--- src/rtl/dog_sprite_fetch.sv ---
// Sprite fetch pipeline: hit test, ROM addressing, transparency tagging and animation frame stepping.
// Latency: pixel presented in cycle N yields rom_addr after edge N+1 and index/index_valid/opaque after edge N+3.
// Backpressure: none; fully streaming at one pixel per clock, no stall inputs.
module dog_sprite_fetch #(
  parameter int         SPRITE_W   = 32,
  parameter int         SPRITE_H   = 32,
  parameter int         FRAMES     = 4,
  parameter int         FRAME_DIV  = 8,
  parameter logic [3:0] TRANSP_IDX = 4'h1,
  parameter int         ADDR_W     = 12
) (
  input  logic                      clk,
  input  logic                      reset_n,
  input  logic                      vsync,
  input  logic                      pix_valid,
  input  logic [9:0]                draw_x,
  input  logic [9:0]                draw_y,
  input  logic [9:0]                dog_x,
  input  logic [9:0]                dog_y,
  input  logic                      anim_en,
  input  logic                      flip,
  output logic [ADDR_W-1:0]         rom_addr,
  input  logic [3:0]                rom_q,
  output logic [3:0]                index,
  output logic                      index_valid,
  output logic                      opaque,
  output logic [$clog2(FRAMES)-1:0] frame
);

  localparam int CW = $clog2(SPRITE_W);
  localparam int RW = $clog2(SPRITE_H);
  localparam int DW = (FRAME_DIV > 1) ? $clog2(FRAME_DIV) : 1;

  // 11-bit copies so sprite extents past column/row 1023 never wrap back on screen
  logic [10:0] x11, y11, dogx11, dogy11;
  logic        hit;
  logic [CW-1:0] col_raw, col;
  logic [RW-1:0] row;
  logic [ADDR_W-1:0] addr_nxt;

  // pipeline bookkeeping travelling alongside the ROM access
  logic hit1, pv1, hit2, pv2;

  // animation state
  logic          vs_prev;
  logic          frame_evt;
  logic [DW-1:0] div;

  assign x11    = {1'b0, draw_x};
  assign y11    = {1'b0, draw_y};
  assign dogx11 = {1'b0, dog_x};
  assign dogy11 = {1'b0, dog_y};

  // stage 0: hit test and sprite-local coordinates, mirrored when flip is set
  always_comb begin
    hit = pix_valid
        && (x11 >= dogx11) && (x11 < dogx11 + 11'(SPRITE_W))
        && (y11 >= dogy11) && (y11 < dogy11 + 11'(SPRITE_H));
    col_raw = CW'(draw_x - dog_x);
    row     = RW'(draw_y - dog_y);
    col     = flip ? (CW'(SPRITE_W - 1) - col_raw) : col_raw;
    // power-of-two dimensions make frame*W*H + row*W + col a plain concatenation
    addr_nxt = hit ? ADDR_W'({frame, row, col}) : '0;
  end

  // stage 1: register ROM address with hit/valid; stage 2: align hit/valid with rom_q
  always_ff @(posedge clk or negedge reset_n) begin
    if (!reset_n) begin
      rom_addr <= '0;
      hit1     <= 1'b0;
      pv1      <= 1'b0;
      hit2     <= 1'b0;
      pv2      <= 1'b0;
    end else begin
      rom_addr <= addr_nxt;
      hit1     <= hit;
      pv1      <= pix_valid;
      hit2     <= hit1;
      pv2      <= pv1;
    end
  end

  // stage 3: palette index, visibility and transparency flag
  always_ff @(posedge clk or negedge reset_n) begin
    if (!reset_n) begin
      index       <= TRANSP_IDX;
      index_valid <= 1'b0;
      opaque      <= 1'b0;
    end else begin
      index       <= hit2 ? rom_q : TRANSP_IDX;
      index_valid <= pv2;
      opaque      <= hit2 && (rom_q != TRANSP_IDX);
    end
  end

  assign frame_evt = vs_prev & ~vsync;

  // vsync falling edge steps the divider; divider wrap advances the frame
  always_ff @(posedge clk or negedge reset_n) begin
    if (!reset_n) begin
      vs_prev <= 1'b0;
      div     <= '0;
      frame   <= '0;
    end else begin
      vs_prev <= vsync;
      if (!anim_en) begin
        div <= '0;
      end else if (frame_evt) begin
        if (div == DW'(FRAME_DIV - 1)) begin
          div   <= '0;
          frame <= frame + ($clog2(FRAMES))'(1);
        end else begin
          div <= div + DW'(1);
        end
      end
    end
  end

endmodule

--- config.mk ---
export PLATFORM = sky130hd
export DESIGN_NAME = dog_sprite_fetch
export DESIGN_NICKNAME = d
export VERILOG_FILES = /design/src/rtl/dog_sprite_fetch.sv
export SDC_FILE = /design/constraint.sdc
export NUM_CORES = 1
export LEC_CHECK = 0
export ABC_AREA = 1
export CORE_ASPECT_RATIO = 2
export CORE_MARGIN = 2
export CORE_UTILIZATION = 50
export CTS_CLUSTER_SIZE = 40
export DETAILED_ROUTE_END_ITERATION = 7
export MAX_ROUTING_LAYER = met4
export PLACE_DENSITY_LB_ADDON = 0.15
export SETUP_SLACK_MARGIN = 0.5
export SLEW_MARGIN = 20
export SYNTH_ARGS = -nofsm -noshare
export SYNTH_HDL_FRONTEND = slang
export SYNTH_SLANG_ARGS = --single-unit
--- constraint.sdc ---
create_clock -name clk -period 3.6 [get_ports clk]
set_input_delay 0.9 -clock clk [delete_from_list [all_inputs] [get_ports clk]]
set_output_delay 0.9 -clock clk [all_outputs]
set_load 0.005 [all_outputs]
Word-level counts from Yosys, hierarchy flattened
Cells that the tools add are included.

storage, ports and cells
  flip-flop bits (word level) = 28
  output and inout port bits = 20
  word-level logic and storage cells = 39

cells by class
  add/sub/neg operators = 7
  order comparisons = 4
  eq/ne operators = 3
  muxes and demuxes = 6
  bitwise gates (word level) = 2
  reductions and logical operators = 6

operator list
  operator               count
  $add 10x6->11 const B  2
  $lt 10x11->1           2
  $ge 10x10->1           2
  $mux 12                1
  $sub 5x5->5            2
  $mux 3                 3
  $logic_and 1x1->1      5
  $mux 5                 1
  $sub 5x5->5 const A    1
  $mux 4                 1
  $ne 4x1->1 const B     1
  $add 3x1->3 const B    1
  $eq 3x3->1 const B     1
  $reduce_and 3->1       1
  $add 2x1->2 const B    1
  $ne 2x1->1 const B     1
  $and 1x1->1            1
  $not 1->1              1

Longest topological paths before layout
  word-level depth = 6
  gate-level depth with buffers = 15
  gate-level depth less buffers = 14

Worst setup path after synthesis
Ideal clock, no wire load.

  kind = input port to flip-flop
  start point = input port dog_x[5]
  end point = register rom_addr[2]
  arrival = 2293 ps
  data required time = 3531 ps
  slack = 1238 ps
  stages = 12
  path through = ha_1 inv_1 ha_1 a21o_1 nor2_1 nor2_1 nor2_1 nand2_1 nor2_2 nand3_2 buf_6 nor2_2

between the ends
  word-level cells in the longest chain between the ends = 6
  elaborated cells between the ends (all ways) = 8
  those cells by class = 1 x add/sub; 2 x order compare; 1 x mux; 4 x reduce/logical

RTL lines
  what                                                      RTL line  RTL
  from (decl)                                               18        input logic [9:0] dog_x,
  $add 10x6->11 / $ge 10x10->1 (equally long branches)      57        && (x11 >= dogx11) && (x11 < dogx11 + 11'(SPRITE_W))
  $lt 10x11->1 / $logic_and 1x1->1 (equally long branches)  57
  $logic_and 1x1->1 (*)                                     57
  $logic_and 1x1->1 (*) (2 in a row)                        58        && (y11 >= dogy11) && (y11 < dogy11 + 11'(SPRITE_H));
  $mux 12 (*)                                               63        addr_nxt = hit ? ADDR_W'({frame, row, col}) : '0;
  named net addr_nxt[2]                                     39        logic [ADDR_W-1:0] addr_nxt;
  to (signal assigned)                                      75        rom_addr <= addr_nxt;
  to (decl)                                                 22        output logic [ADDR_W-1:0] rom_addr,

The timed path passes the listed nets; every way through them passes the cells marked *.
A chain may end at the register's enable or synchronous reset.

Worst setup path after layout
  start point = input port dog_x[5]
  end point = register rom_addr[11]

Same word-level chain as after synthesis.

==> impl_metrics.py <==
metrics = {
    "run_status": {
        "run_status": "finished clean",
    },
    "clock_network": {
        "cts_resized": 0,
        "cts_num_sinks": 28,
        "cts_tree": "done",
        "post-cts-setup-buffers": 0,
        "clockBufferDepth": 2,
        "clkLatencyLatePin_ps": 260,
        "ctsHoldBuffers": 0,
        "htreeDepth": 1,
        "clk_pin_slew_ps": 80,
        "cts_inserted_buffers": 3,
        "ctsRootBufferMaster": "clkbuf_8",
    },
    "flow_run": {
        "max_cap_violations": 0,
    },
    "die": {
        "rows": 33,
        "die_h_microns": 96.4,
        "dieWidth_microns": 50.2,
        "boundaryPins": 70,
        "die-area_sq_um": 4840,
        "core-area_sq_um": 4090,
        "initial_core_util": 0.522,
    },
    "layout": {
        "fin_area_sq_um": 2940,
        "diodes": 0,
        "areaGrowthSynthToFinish_pct": 38.0,
        "drive_gt1_frac": 0.0697,
        "final_net_count": 417,
    },
    "sta": {
        "fin_crit_sh": 0.794,
        "max_slew_margin": 0.785,
        "hold_viol": 0,
        "hold_ws_ps": 356,
        "worstMarginPinSlew_ps": 320,
        "finClkSkew_ps": 1.38,
        "setup_viol": 0,
        "fmax_mhz": 350,
        "fin_crit_ps": 2860,
        "finalSetupTns_ps": 0,
        "rsz0062_at_grt": "false",
        "slew_violations": 0,
    },
    "global_route": {
        "grt_usage": 0.184,
        "grt-ovfl-total": 0,
        "grt_pass1_vias": 1701,
        "grt_pass1_wl_microns": 6730,
        "grt_max_degree": 29,
        "antenna_found_initial": 0,
    },
    "route": {
        "wirelength_microns": 3960,
        "highest-signal-layer": "met4",
        "drt_iter0_drc": 24,
        "first_pass_iters": 4,
        "wl_met3_microns": 109,
        "via_per_inst": 4.82,
        "avgRoutedWirePerCell_microns": 10.4,
        "dr_total_vias": 1840,
        "met1_length_microns": 1320,
        "antenna_left": 0,
        "drc": 0,
        "wl_met2_microns": 2470,
    },
    "critical_path": {
        "critical-path-top-delay-family": "simple AND/OR/NAND/NOR gates",
        "cpMaxStageDelayCell": "clkdlybuf4s50_1",
        "criticalPathCategory": "primary input to register",
        "crit_top_cell": "nor2_1",
        "reg2reg_to": "frame[1]",
        "r2r-start": "div[0]",
        "critPathMaxStageDelay_ps": 480,
        "ff2ff_setup_slack_ps": 2330,
        "worstPathCellList": "clkdlybuf4s50_1, ha_1, inv_1, ha_1, a21o_1, nor2_1, nor2_1, nor2_1, nand2_1, nor2_2, nand3_4, nor2_1",
        "critPathRequiredTime_ps": 3790,
        "critPathArrivalTime_ps": 3050,
        "worst_r2r_path_depth": 5,
        "timing.critical_path.from_type": "primary input",
        "end_kind": "register",
        "crit_buf_inv": 2,
        "critPathMaxFanout": 13,
    },
    "power_and_ir_drop": {
        "intPower_uw": 563,
        "p_sw_uw": 222,
        "power.switching_fraction": 0.283,
        "power_leakage_uw": 0.00153,
        "power_uw": 786,
        "ir_drop_mv": 0.190,
        "power.share.clock": 0.229,
        "seqPwrFrac": 0.430,
        "power.density_nw_per_um2": 267,
        "power_frac_comb": 0.341,
    },
    "yosys": {
        "yosys-top-cells-area": "dfrtp_1 (32%), ha_1 (20%), inv_1 (8.6%), nand2_1 (7.9%), xor2_1 (4.1%)",
        "ys_seq_area_frac": 0.329,
        "syn_nets": 344,
        "syn_avg_cell_area_sq_um": 8.27,
        "synth_top_area_frac": 0.317,
        "yosys_warnings": 0,
        "ys_ff_latch": 28,
        "syn_area_sq_um": 2130,
        "ys_types": 25,
        "synth_top_area_cell": "dfrtp_1",
        "synth_cells": 258,
    },
    "worst_hold_path": {
        "hold_class": "register to register",
        "min_to": "pv2",
        "holdCritStartpoint": "pv1",
        "hold_depth": 0,
    },
    "placement": {
        "hpwl_microns": 3570,
        "gp_congestion": 0.799,
        "post_dp_cell_area_sq_um": 2880,
        "io_buffers": 69,
    },
}
==> power by group through the flow <==
stage | Combinational (uW) | Sequential [uW] | Clock (uW)
global route | 305 | 339 | 202
global placement | 263 | 343 | 0
floorplan | 157 | 343 | 0
finish | 268 | 338 | 180
detailed placement | 270 | 344 | 0
CTS | 271 | 338 | 187
==> worst max-delay path by stage <==
stage                     slack (ps)  cells after the start  startpoint      endpoint
after CTS                        600                     12    dog_x[5]   rom_addr[1]
after floorplan                 1240                     12    dog_x[5]   rom_addr[2]
after detailed placement         330                     12    dog_x[5]   rom_addr[1]
after global placement           400                     12    dog_x[5]   rom_addr[1]
after global routing             560                     13    dog_x[5]  rom_addr[11]
final                            740                     12    dog_x[5]  rom_addr[11]
==> through the flow <==
stage / cells / utilization / setup WS [ps]
global placement: 378 / 0.705 / 398
CTS: 382 / 0.718 / 597
global route: 382 / 0.720 / 561
finish: 382 / 0.720 / 741
floorplan: 258 / - / 1240
detailed placement: 378 / 0.705 / 330
==> worst reg2reg max path, stage by stage, from the launching register on <==
cell and delay [ps]:
dfrtp_1 410, ha_1 220, ha_1 190, nand3_1 130
nor2_1 70, xor2_1 140
==> state kept, by name, summed over array words and instances (netlist names) <==
name,flops
div,3
frame,2
hit1,1
hit2,1
index,4
index_valid,1
opaque,1
pv1,1
pv2,1
rom_addr,12
vs_prev,1
==> metal layers <==
metal	track usage	vias up
met3	0.0108	6
met2	0.377	44
met5	-	-
met1	0.169	833
li1	-	957
met4	0.0694	0
==> logic make-up (layout without fill, tap and decap cells) <==
kind of cell | Yosys count | in the layout | synth area share
AOI/OAI and AO/OA | 24 | 24 | 0.0686
DFF | 28 | 28 | 0.329
buffers and inverters | 51 | 123 | 0.0933
xor gates and xnor gates | 19 | 19 | 0.0780
adders and majority gates | 36 | 36 | 0.218
and+or+nand+nor | 100 | 100 | 0.213
==> placed cells by master (no fill, tap or decap), drive strengths merged <==
| master | n |
|---|---|
| dfrtp | 27 |
| xor2 | 10 |
| fa | 2 |
| o21ai | 4 |
| nand4 | 2 |
| buf | 1 |
| a21oi | 10 |
| a31oi | 3 |
| ha | 34 |
| nand2 | 48 |
| nor3 | 1 |
| o2111ai | 1 |
| o41a | 1 |
| inv | 49 |
| dfstp | 1 |
| nand3 | 16 |
| xnor2 | 9 |
| a21o | 4 |
| nor2 | 33 |
| clkbuf | 4 |
| clkdlybuf4s50 | 69 |
| o21a | 1 |
==> cell type report <==
| class | count | area [sq um] |
|---|---|---|
| Clock buffer | 4 | 55.1 |
| Fill cell | 330 | 1140 |
| Inverter | 49 | 184 |
| Multi-Input combinational cell | 179 | 1240 |
| Sequential cell | 28 | 702 |
| Tap cell | 52 | 65.1 |
| Timing Repair Buffer | 70 | 698 |
==> cell usage after synthesis <==
master	instances
a21o_1	4
o21a_1	1
a21oi_1	10
buf_6	1
nand4_1	2
nor2_2	11
o21ai_0	4
o41a_1	1
nand2_1	45
fa_1	2
xor2_1	10
dfrtp_1	27
xnor2_1	9
nor2_4	1
o2111ai_1	1
nand3_2	2
a31oi_1	3
nor2_1	21
clkbuf_1	1
nor3_1	1
inv_1	49
nand2_2	3
dfstp_2	1
ha_1	34
nand3_1	14
(Power assumes the default switching activity.)
